===== config.mk =====
export PLATFORM = sky130hd
export DESIGN_NAME = store_rmw_unit_flat
export DESIGN_NICKNAME = d
export VERILOG_FILES = /design/src/rtl/store_pkg.sv /design/src/rtl/store_rmw_unit_if.sv /design/src/rtl/store_lane_merge.sv /design/src/rtl/store_rmw_unit.sv /design/src/flat_wrapper.sv
export SDC_FILE = /design/constraint.sdc
export NUM_CORES = 1
export LEC_CHECK = 0
export ABC_AREA = 0
export BUFFER_PORTS_ARGS = -buffer_cell sky130_fd_sc_hd__buf_4
export CORE_MARGIN = 2
export CORE_UTILIZATION = 29
export CTS_CLUSTER_DIAMETER = 30
export DETAILED_ROUTE_END_ITERATION = 7
export GPL_TIMING_DRIVEN = 0
export SLEW_MARGIN = 40
export SYNTH_ARGS = -nofsm -noshare
export SYNTH_HDL_FRONTEND = slang
export SYNTH_SLANG_ARGS = --single-unit
export TNS_END_PERCENT = 30

===== constraint.sdc =====
create_clock -name clk -period 4.4 [get_ports clk]
set_input_delay 0.66 -clock clk [delete_from_list [all_inputs] [get_ports clk]]
set_output_delay 0.66 -clock clk [all_outputs]
set_load 0.05 [all_outputs]

===== src/rtl/store_pkg.sv =====
// rtl/store_pkg.sv - shared types and helpers for the store read-modify-write unit
//
// Purpose: size encodings, the sequencer state type and the byte-count helper
// used by store_rmw_unit and its bench.
// Ports: none (package).
package store_pkg;

  localparam logic [2:0] SZ_BYTE  = 3'b000;
  localparam logic [2:0] SZ_HALF  = 3'b001;
  localparam logic [2:0] SZ_WORD  = 3'b010;
  localparam logic [2:0] SZ_DWORD = 3'b011;

  typedef enum logic [2:0] {
    S_IDLE = 3'd0,
    S_RD0  = 3'd1,
    S_WR0  = 3'd2,
    S_RD1  = 3'd3,
    S_WR1  = 3'd4
  } state_t;

  // Byte count of a store. A dword on a 4-byte RAM collapses to a word, and
  // undefined encodings are treated as a word as well.
  function automatic logic [3:0] size_bytes(input logic [2:0] size, input int word_bytes);
    logic [3:0] nb;
    case (size)
      SZ_BYTE:  nb = 4'd1;
      SZ_HALF:  nb = 4'd2;
      SZ_DWORD: nb = (word_bytes == 8) ? 4'd8 : 4'd4;
      default:  nb = 4'd4;
    endcase
    return nb;
  endfunction

endpackage


===== src/rtl/store_rmw_unit_if.sv =====
// rtl/store_rmw_unit_if.sv - request and RAM port bundle of the store unit
//
// Purpose: groups the store request handshake, the RAM port and the status
// pulses of store_rmw_unit.
// Modports:
//   master - requester/RAM side: drives req_valid/req_addr/req_size/req_data
//            and mem_rdata; observes everything else.
//   slave  - store_rmw_unit: drives req_ready, mem_addr, mem_re, mem_we,
//            mem_wdata, done, misalign_err.
interface store_rmw_unit_if #(
  parameter int DATA_WIDTH = 32,
  parameter int ADDR_WIDTH = 32
);
  localparam int OFF = $clog2(DATA_WIDTH / 8);

  logic                      req_valid;
  logic                      req_ready;
  logic [ADDR_WIDTH-1:0]     req_addr;
  logic [2:0]                req_size;
  logic [DATA_WIDTH-1:0]     req_data;
  logic [ADDR_WIDTH-OFF-1:0] mem_addr;
  logic                      mem_re;
  logic [DATA_WIDTH-1:0]     mem_rdata;
  logic                      mem_we;
  logic [DATA_WIDTH-1:0]     mem_wdata;
  logic                      done;
  logic                      misalign_err;

  modport master (
    output req_valid, req_addr, req_size, req_data, mem_rdata,
    input  req_ready, mem_addr, mem_re, mem_we, mem_wdata, done, misalign_err
  );

  modport slave (
    input  req_valid, req_addr, req_size, req_data, mem_rdata,
    output req_ready, mem_addr, mem_re, mem_we, mem_wdata, done, misalign_err
  );

endinterface


===== src/rtl/store_lane_merge.sv =====
// rtl/store_lane_merge.sv - combinational byte-lane merge of store data into a RAM word
//
// Purpose: replaces lane_count byte lanes of old_word starting at first_lane
// with store_data bytes starting at data_off.
// Ports:
//   old_word   in  DATA_WIDTH  word read back from the RAM
//   store_data in  DATA_WIDTH  LSB-aligned store data
//   first_lane in  4           first RAM byte lane to replace
//   lane_count in  4           number of lanes to replace
//   data_off   in  4           store_data byte feeding first_lane
//   merged     out DATA_WIDTH  resulting word
module store_lane_merge #(
  parameter int DATA_WIDTH = 32
) (
  input  logic [DATA_WIDTH-1:0] old_word,
  input  logic [DATA_WIDTH-1:0] store_data,
  input  logic [3:0]            first_lane,
  input  logic [3:0]            lane_count,
  input  logic [3:0]            data_off,
  output logic [DATA_WIDTH-1:0] merged
);
  localparam int NB = DATA_WIDTH / 8;

  always_comb begin
    merged = old_word;
    for (int i = 0; i < NB; i++) begin
      if (i >= int'(first_lane) && i < int'(first_lane) + int'(lane_count)) begin
        merged[i*8 +: 8] = store_data[(i - int'(first_lane) + int'(data_off))*8 +: 8];
      end
    end
  end

endmodule


===== src/rtl/store_rmw_unit.sv =====
// rtl/store_rmw_unit.sv - sequencing byte/half/word/dword store unit with RAM read-modify-write
//
// Purpose: accepts one store per handshake; partial stores are merged into a
// read-back RAM word, full aligned stores are written directly. With
// STORE_MISALIGN_EN defined, a store crossing a word boundary is split into
// two read-modify-write passes; without it such a store is accepted, no RAM
// access is made and misalign_err pulses.
// Ports:
//   clk    in  clock, rising edge
//   rst_n  in  asynchronous active-low reset
//   bus    slave modport of store_rmw_unit_if (request handshake, RAM port,
//          done / misalign_err pulses)
module store_rmw_unit
  import store_pkg::*;
#(
  parameter int DATA_WIDTH = 32,
  parameter int ADDR_WIDTH = 32
) (
  input logic             clk,
  input logic             rst_n,
  store_rmw_unit_if.slave bus
);
  localparam int         NB  = DATA_WIDTH / 8;
  localparam int         OFF = $clog2(NB);
  localparam int         WA  = ADDR_WIDTH - OFF;
  localparam logic [4:0] NB5 = 5'(NB);

  state_t                state_q, state_d;
  logic [ADDR_WIDTH-1:0] addr_q;
  logic [DATA_WIDTH-1:0] data_q;
  logic [3:0]            nb_q;

  // Request-side decode, used only on the accept edge.
  logic           accept;
  logic           req_full;
  logic [3:0]     req_nb;
  logic [OFF-1:0] req_off;

  assign accept   = bus.req_valid && (state_q == S_IDLE);
  assign req_nb   = size_bytes(bus.req_size, NB);
  assign req_off  = bus.req_addr[OFF-1:0];
  assign req_full = (req_nb == 4'(NB)) && (req_off == '0);

  // Everything driven onto the RAM port derives from these captured values.
  logic [OFF-1:0] off_q;
  logic [WA-1:0]  word0;
  logic [4:0]     end_q;
  logic [4:0]     lim_q;

  assign off_q = addr_q[OFF-1:0];
  assign word0 = addr_q[ADDR_WIDTH-1:OFF];
  assign end_q = 5'(off_q) + 5'(nb_q);
  assign lim_q = (end_q > NB5) ? NB5 : end_q;

`ifdef STORE_MISALIGN_EN
  logic          split_q;
  logic [WA-1:0] word1;

  assign split_q = end_q > NB5;
  // Wraps to word 0 from the top of the address space.
  assign word1   = word0 + WA'(1);
  assign bus.misalign_err = 1'b0;
`else
  logic [4:0] req_end;
  logic       req_mis;
  logic       mis_err_q;

  assign req_end = 5'(req_off) + 5'(req_nb);
  assign req_mis = req_end > NB5;

  always_ff @(posedge clk or negedge rst_n) begin
    if (!rst_n) begin
      mis_err_q <= 1'b0;
    end else begin
      mis_err_q <= accept && req_mis;
    end
  end

  assign bus.misalign_err = mis_err_q;
`endif

  always_ff @(posedge clk or negedge rst_n) begin
    if (!rst_n) begin
      state_q <= S_IDLE;
      addr_q  <= '0;
      data_q  <= '0;
      nb_q    <= '0;
    end else begin
      state_q <= state_d;
      if (accept) begin
        addr_q <= bus.req_addr;
        data_q <= bus.req_data;
        nb_q   <= req_nb;
      end
    end
  end

  logic [3:0]            m_first;
  logic [3:0]            m_count;
  logic [3:0]            m_doff;
  logic [DATA_WIDTH-1:0] merged;
  logic                  req_ready_o;
  logic                  mem_re_o;
  logic                  mem_we_o;
  logic                  done_o;
  logic [WA-1:0]         mem_addr_o;

  always_comb begin
    state_d     = state_q;
    req_ready_o = 1'b0;
    mem_re_o    = 1'b0;
    mem_we_o    = 1'b0;
    done_o      = 1'b0;
    mem_addr_o  = '0;
    // First pass: lanes off..min(off+N, W)-1 from data byte 0.
    m_first     = 4'(off_q);
    m_count     = 4'(lim_q - 5'(off_q));
    m_doff      = '0;
    case (state_q)
      S_IDLE: begin
        req_ready_o = 1'b1;
        if (bus.req_valid) begin
          if (req_full) begin
            state_d = S_WR0;
`ifndef STORE_MISALIGN_EN
          end else if (req_mis) begin
            state_d = S_IDLE;
`endif
          end else begin
            state_d = S_RD0;
          end
        end
      end
      S_RD0: begin
        mem_re_o   = 1'b1;
        mem_addr_o = word0;
        state_d    = S_WR0;
      end
      S_WR0: begin
        mem_we_o   = 1'b1;
        mem_addr_o = word0;
`ifdef STORE_MISALIGN_EN
        done_o     = !split_q;
        state_d    = split_q ? S_RD1 : S_IDLE;
`else
        done_o     = 1'b1;
        state_d    = S_IDLE;
`endif
      end
`ifdef STORE_MISALIGN_EN
      S_RD1: begin
        mem_re_o   = 1'b1;
        mem_addr_o = word1;
        state_d    = S_WR1;
      end
      S_WR1: begin
        mem_we_o   = 1'b1;
        mem_addr_o = word1;
        done_o     = 1'b1;
        // Second pass: the bytes that spilled past the top lane land from lane 0.
        m_first    = '0;
        m_count    = 4'(end_q - NB5);
        m_doff     = 4'(NB5 - 5'(off_q));
        state_d    = S_IDLE;
      end
`endif
      default: state_d = S_IDLE;
    endcase
  end

  store_lane_merge #(
    .DATA_WIDTH(DATA_WIDTH)
  ) u_merge (
    .old_word  (bus.mem_rdata),
    .store_data(data_q),
    .first_lane(m_first),
    .lane_count(m_count),
    .data_off  (m_doff),
    .merged    (merged)
  );

  assign bus.req_ready = req_ready_o;
  assign bus.mem_re    = mem_re_o;
  assign bus.mem_we    = mem_we_o;
  assign bus.mem_addr  = mem_addr_o;
  assign bus.mem_wdata = mem_we_o ? merged : '0;
  assign bus.done      = done_o;

endmodule


===== src/flat_wrapper.sv =====
// flat-port wrapper written by rule: the top's interface ports become plain ports
module store_rmw_unit_flat import store_pkg::*;
#(
  parameter int DATA_WIDTH = 32,
  parameter int ADDR_WIDTH = 32
)
  (clk, rst_n, bus_req_valid, bus_req_addr, bus_req_size, bus_req_data, bus_mem_rdata, bus_req_ready, bus_mem_addr, bus_mem_re, bus_mem_we, bus_mem_wdata, bus_done, bus_misalign_err);
  store_rmw_unit_if #(.DATA_WIDTH(DATA_WIDTH), .ADDR_WIDTH(ADDR_WIDTH)) bus_i ();
  input logic clk;
  input logic rst_n;
  input wire logic [$bits(bus_i.req_valid)-1:0] bus_req_valid;
  input wire logic [$bits(bus_i.req_addr)-1:0] bus_req_addr;
  input wire logic [$bits(bus_i.req_size)-1:0] bus_req_size;
  input wire logic [$bits(bus_i.req_data)-1:0] bus_req_data;
  input wire logic [$bits(bus_i.mem_rdata)-1:0] bus_mem_rdata;
  output wire logic [$bits(bus_i.req_ready)-1:0] bus_req_ready;
  output wire logic [$bits(bus_i.mem_addr)-1:0] bus_mem_addr;
  output wire logic [$bits(bus_i.mem_re)-1:0] bus_mem_re;
  output wire logic [$bits(bus_i.mem_we)-1:0] bus_mem_we;
  output wire logic [$bits(bus_i.mem_wdata)-1:0] bus_mem_wdata;
  output wire logic [$bits(bus_i.done)-1:0] bus_done;
  output wire logic [$bits(bus_i.misalign_err)-1:0] bus_misalign_err;
  assign bus_i.req_valid = bus_req_valid;
  assign bus_i.req_addr = bus_req_addr;
  assign bus_i.req_size = bus_req_size;
  assign bus_i.req_data = bus_req_data;
  assign bus_i.mem_rdata = bus_mem_rdata;
  assign bus_req_ready = bus_i.req_ready;
  assign bus_mem_addr = bus_i.mem_addr;
  assign bus_mem_re = bus_i.mem_re;
  assign bus_mem_we = bus_i.mem_we;
  assign bus_mem_wdata = bus_i.mem_wdata;
  assign bus_done = bus_i.done;
  assign bus_misalign_err = bus_i.misalign_err;
  store_rmw_unit #(.DATA_WIDTH(DATA_WIDTH), .ADDR_WIDTH(ADDR_WIDTH)) u_core (.clk(clk), .rst_n(rst_n), .bus(bus_i));
endmodule

==> out/summary.txt <==
# IOs = 169
Initial antenna violation count = 0
Total core area = 0.01647 mm²
Mux cell area share after synthesis = 26.04%
Largest net degree at the start of global routing = 71
Fin nets = 767
Max Clk Rate = 214.3 MHz
Final Hold Viols = 0
Fin. max-slew vios = 0
# hold bufs at CTS = 0
Cells after Synth = 449
Full die area = 0.01772 mm²
Number of global-route vias before repair = 4785
CTS clock-pin slew for the worst setup and hold paths = 0.06 ns
Setup Skew = 0.009697 ns
# diodes = 0
CP dominant cell by count = fa_2
Outcome = complete, but fails checks
Remaining antenna violation count = 0
R2R setup slack = 2.56 ns
Worst R2R End = u_core.addr_q[16]$_DFFE_PN0P_
DR pass1 iterations = 7
Adder-cell share of the synthesized area = 5.021%
# clock sinks = 70
H-Tree Depth = 3
Most frequent cells in the layout = 161 x buf_4, 68 x mux2_2, 68 x dfrtp_1
Remaining Overflow, GRT = 0
FF+latch area = 0.001754 mm²
Area leader, netlist = dfrtp_1
#FFs+latches synth = 70
Clock tree buffer depth = 2
CP Class = flop to primary output
Required time worst endpoint = 3.74 ns
Area grow syn2layout = 50.98%
Syn Area/Cell = 10.77 µm²
CTS Buf Count = 9
Setup Viol. Count Final = 31
Final Util = 44.33%
EDFF count, synth = 0
Setup TNS = -5.582 ns
Worst setup slack after layout = -0.2667 ns
Main combinational cell family by area after synthesis = multiplexers
Post-synthesis compound-gate area fraction = 12.84%
Top_reg_cell synth = dfrtp_1
Crit path max-delay cell type = fa_2
Synth area leaders = dfrtp_1 36%, mux2_2 16%, mux4_2 6.5%, and2_1 4.3%, nand3_1 4.1%
Final min period = 4.667 ns
CP Capture Type = primary output
Vias per cell = 5.173
Initial Utilization = 29.36%
Dpl ws = -0.6155 ns
RePlAce Congestion = 0.9110
First-pass GRT wire length = 26460 µm
Die Y = 133.1 µm
DR iter-0 viols = 299
Placed Area = 0.006591 mm²
Simple-gate share of the synthesized area = 14.18%
Synth warn = 0
Overall Global Routing Usage = 18.95%
Post-synthesis net count = 568
Wire per inst = 19.13 µm
Count of different cell masters after synthesis = 47
Layout cells sized above 1 = 54.98%
FILL cells = 1578
Clock Latency Late Sink = 0.33 ns
RSZ-0062 raised after global routing = true
Row cnt = 47
Post-DP HPWL = 12700 µm
Vias = 4516
Top cell type's share of synthesized area = 36.23%
R2R depth = 5
Critical path cell sequence = ha_4, fa_2, nand3b_1, o22ai_4, nand2_4, ha_4, inv_2, fa_2, fa_2, clkinv_4, o221ai_4, buf_6, o22a_4, o22ai_4, buf_6
Worst setup path start = u_core.addr_q[0]$_DFFE_PN0P_
CP max FO = 8
Design area = 0.007300 mm²
Port buffer count = 168
Max Cap Viol = 0
CTS tree = done
CP Buf/Inv Count = 4
Worst-margin pin slew = 0.6871 ns
CP top delay family = adder cells
DRC errors left = 0
Cell Area, Synth = 0.004835 mm²
Commonest non-fill, non-tap cell in the layout = buf_4
Period utilization = 106.1%
Worst flop-to-flop path startpoint = u_core.state_q[1]$_DFFE_PN0P_
Ys async rst share = 100.0%
Multi-input logic area = 0.003177 mm²
Failing checks = setup timing
Root buffer cell = clkbuf_16
XOR/XNOR Fraction of Synth Area = 0.6729%
Sequential fraction of the synthesis area = 36.23%
Max stage delay on crit path = 0.60 ns
Critical path startpoint category = flop
Final wirelength = 16700 µm
Critical path depth = 15
Critical path arrival = 4.01 ns
Worst slew margin = 54.19%
Class of the worst hold path = input port to async pin
Die width = 133.1 µm
sequential cells by signal, indices dropped and copies added (netlist names):
signal / count
u_core.addr_q: 32
u_core.data_q: 32
u_core.state_q: 2
u_core.bus.misalign_err: 1
u_core.nb_q: 3
cell type report:
cell class / count / share of cell area [%]
clock buffer: 12 / 3.651
clock inverter: 4 / 0.3942
timing repair buffer: 189 / 21.01
sequential: 70 / 24.03
multi-input combinational: 333 / 43.52
buffer: 36 / 3.068
tap: 220 / 3.771
inverter: 9 / 0.5485
metal layers:
layer	GRT usage, %	part of all wire, %
met5	0	0
met4	4.846	1.7
met3	4.756	7.5
met2	31.69	48
met1	24.67	42
synth_stat cells, types with 9 or more instances:
library cell / count
and2_1: 33
clkbuf_1: 15
or3_1: 9
dfrtp_1: 70
mux2_2: 68
a21oi_1: 12
ha_1: 13
nand2_1: 38
a22oi_1: 15
mux4_2: 14
nand3_1: 40
buf_2: 15
stage by stage:
stage	hold WS, ns	instances
2_1_floorplan	0.3644	449
3_3_place_gp	0.4810	837
3_5_place_dp	0.4856	837
4_1_cts	0.3611	865
5_1_grt	0.3789	873
6_report	0.3253	873
timing repair:
| item | CTS | global route |
|---|---|---|
| buffers inserted | 12 | 8 |
| resized for setup | 31 | 31 |
| gates cloned | 1 | 1 |
| pin swaps | 12 | 19 |
| endpoints found under the setup margin | 32 | 32 |
cell families after synthesis:
family,Yosys count
xor+xnor,2
fa+ha+maj,17
compound gates,82
buf+inv,47
mux,96
simple gates,135
flops,70
how the worst max path moves through the flow:
stage / endpoint / slack [ns]
after detailed placement: bus_mem_wdata[13] / -0.62
after CTS: bus_mem_wdata[13] / -0.29
after floorplan: bus_mem_wdata[10] / -0.14
final: bus_mem_wdata[13] / -0.27
after global placement: bus_mem_wdata[14] / -0.54
after global routing: bus_mem_wdata[13] / -0.40
Power is left out: the tool's default activity adds up to more than one toggle a clock period on the data nets, which glitch-free logic cannot reach.
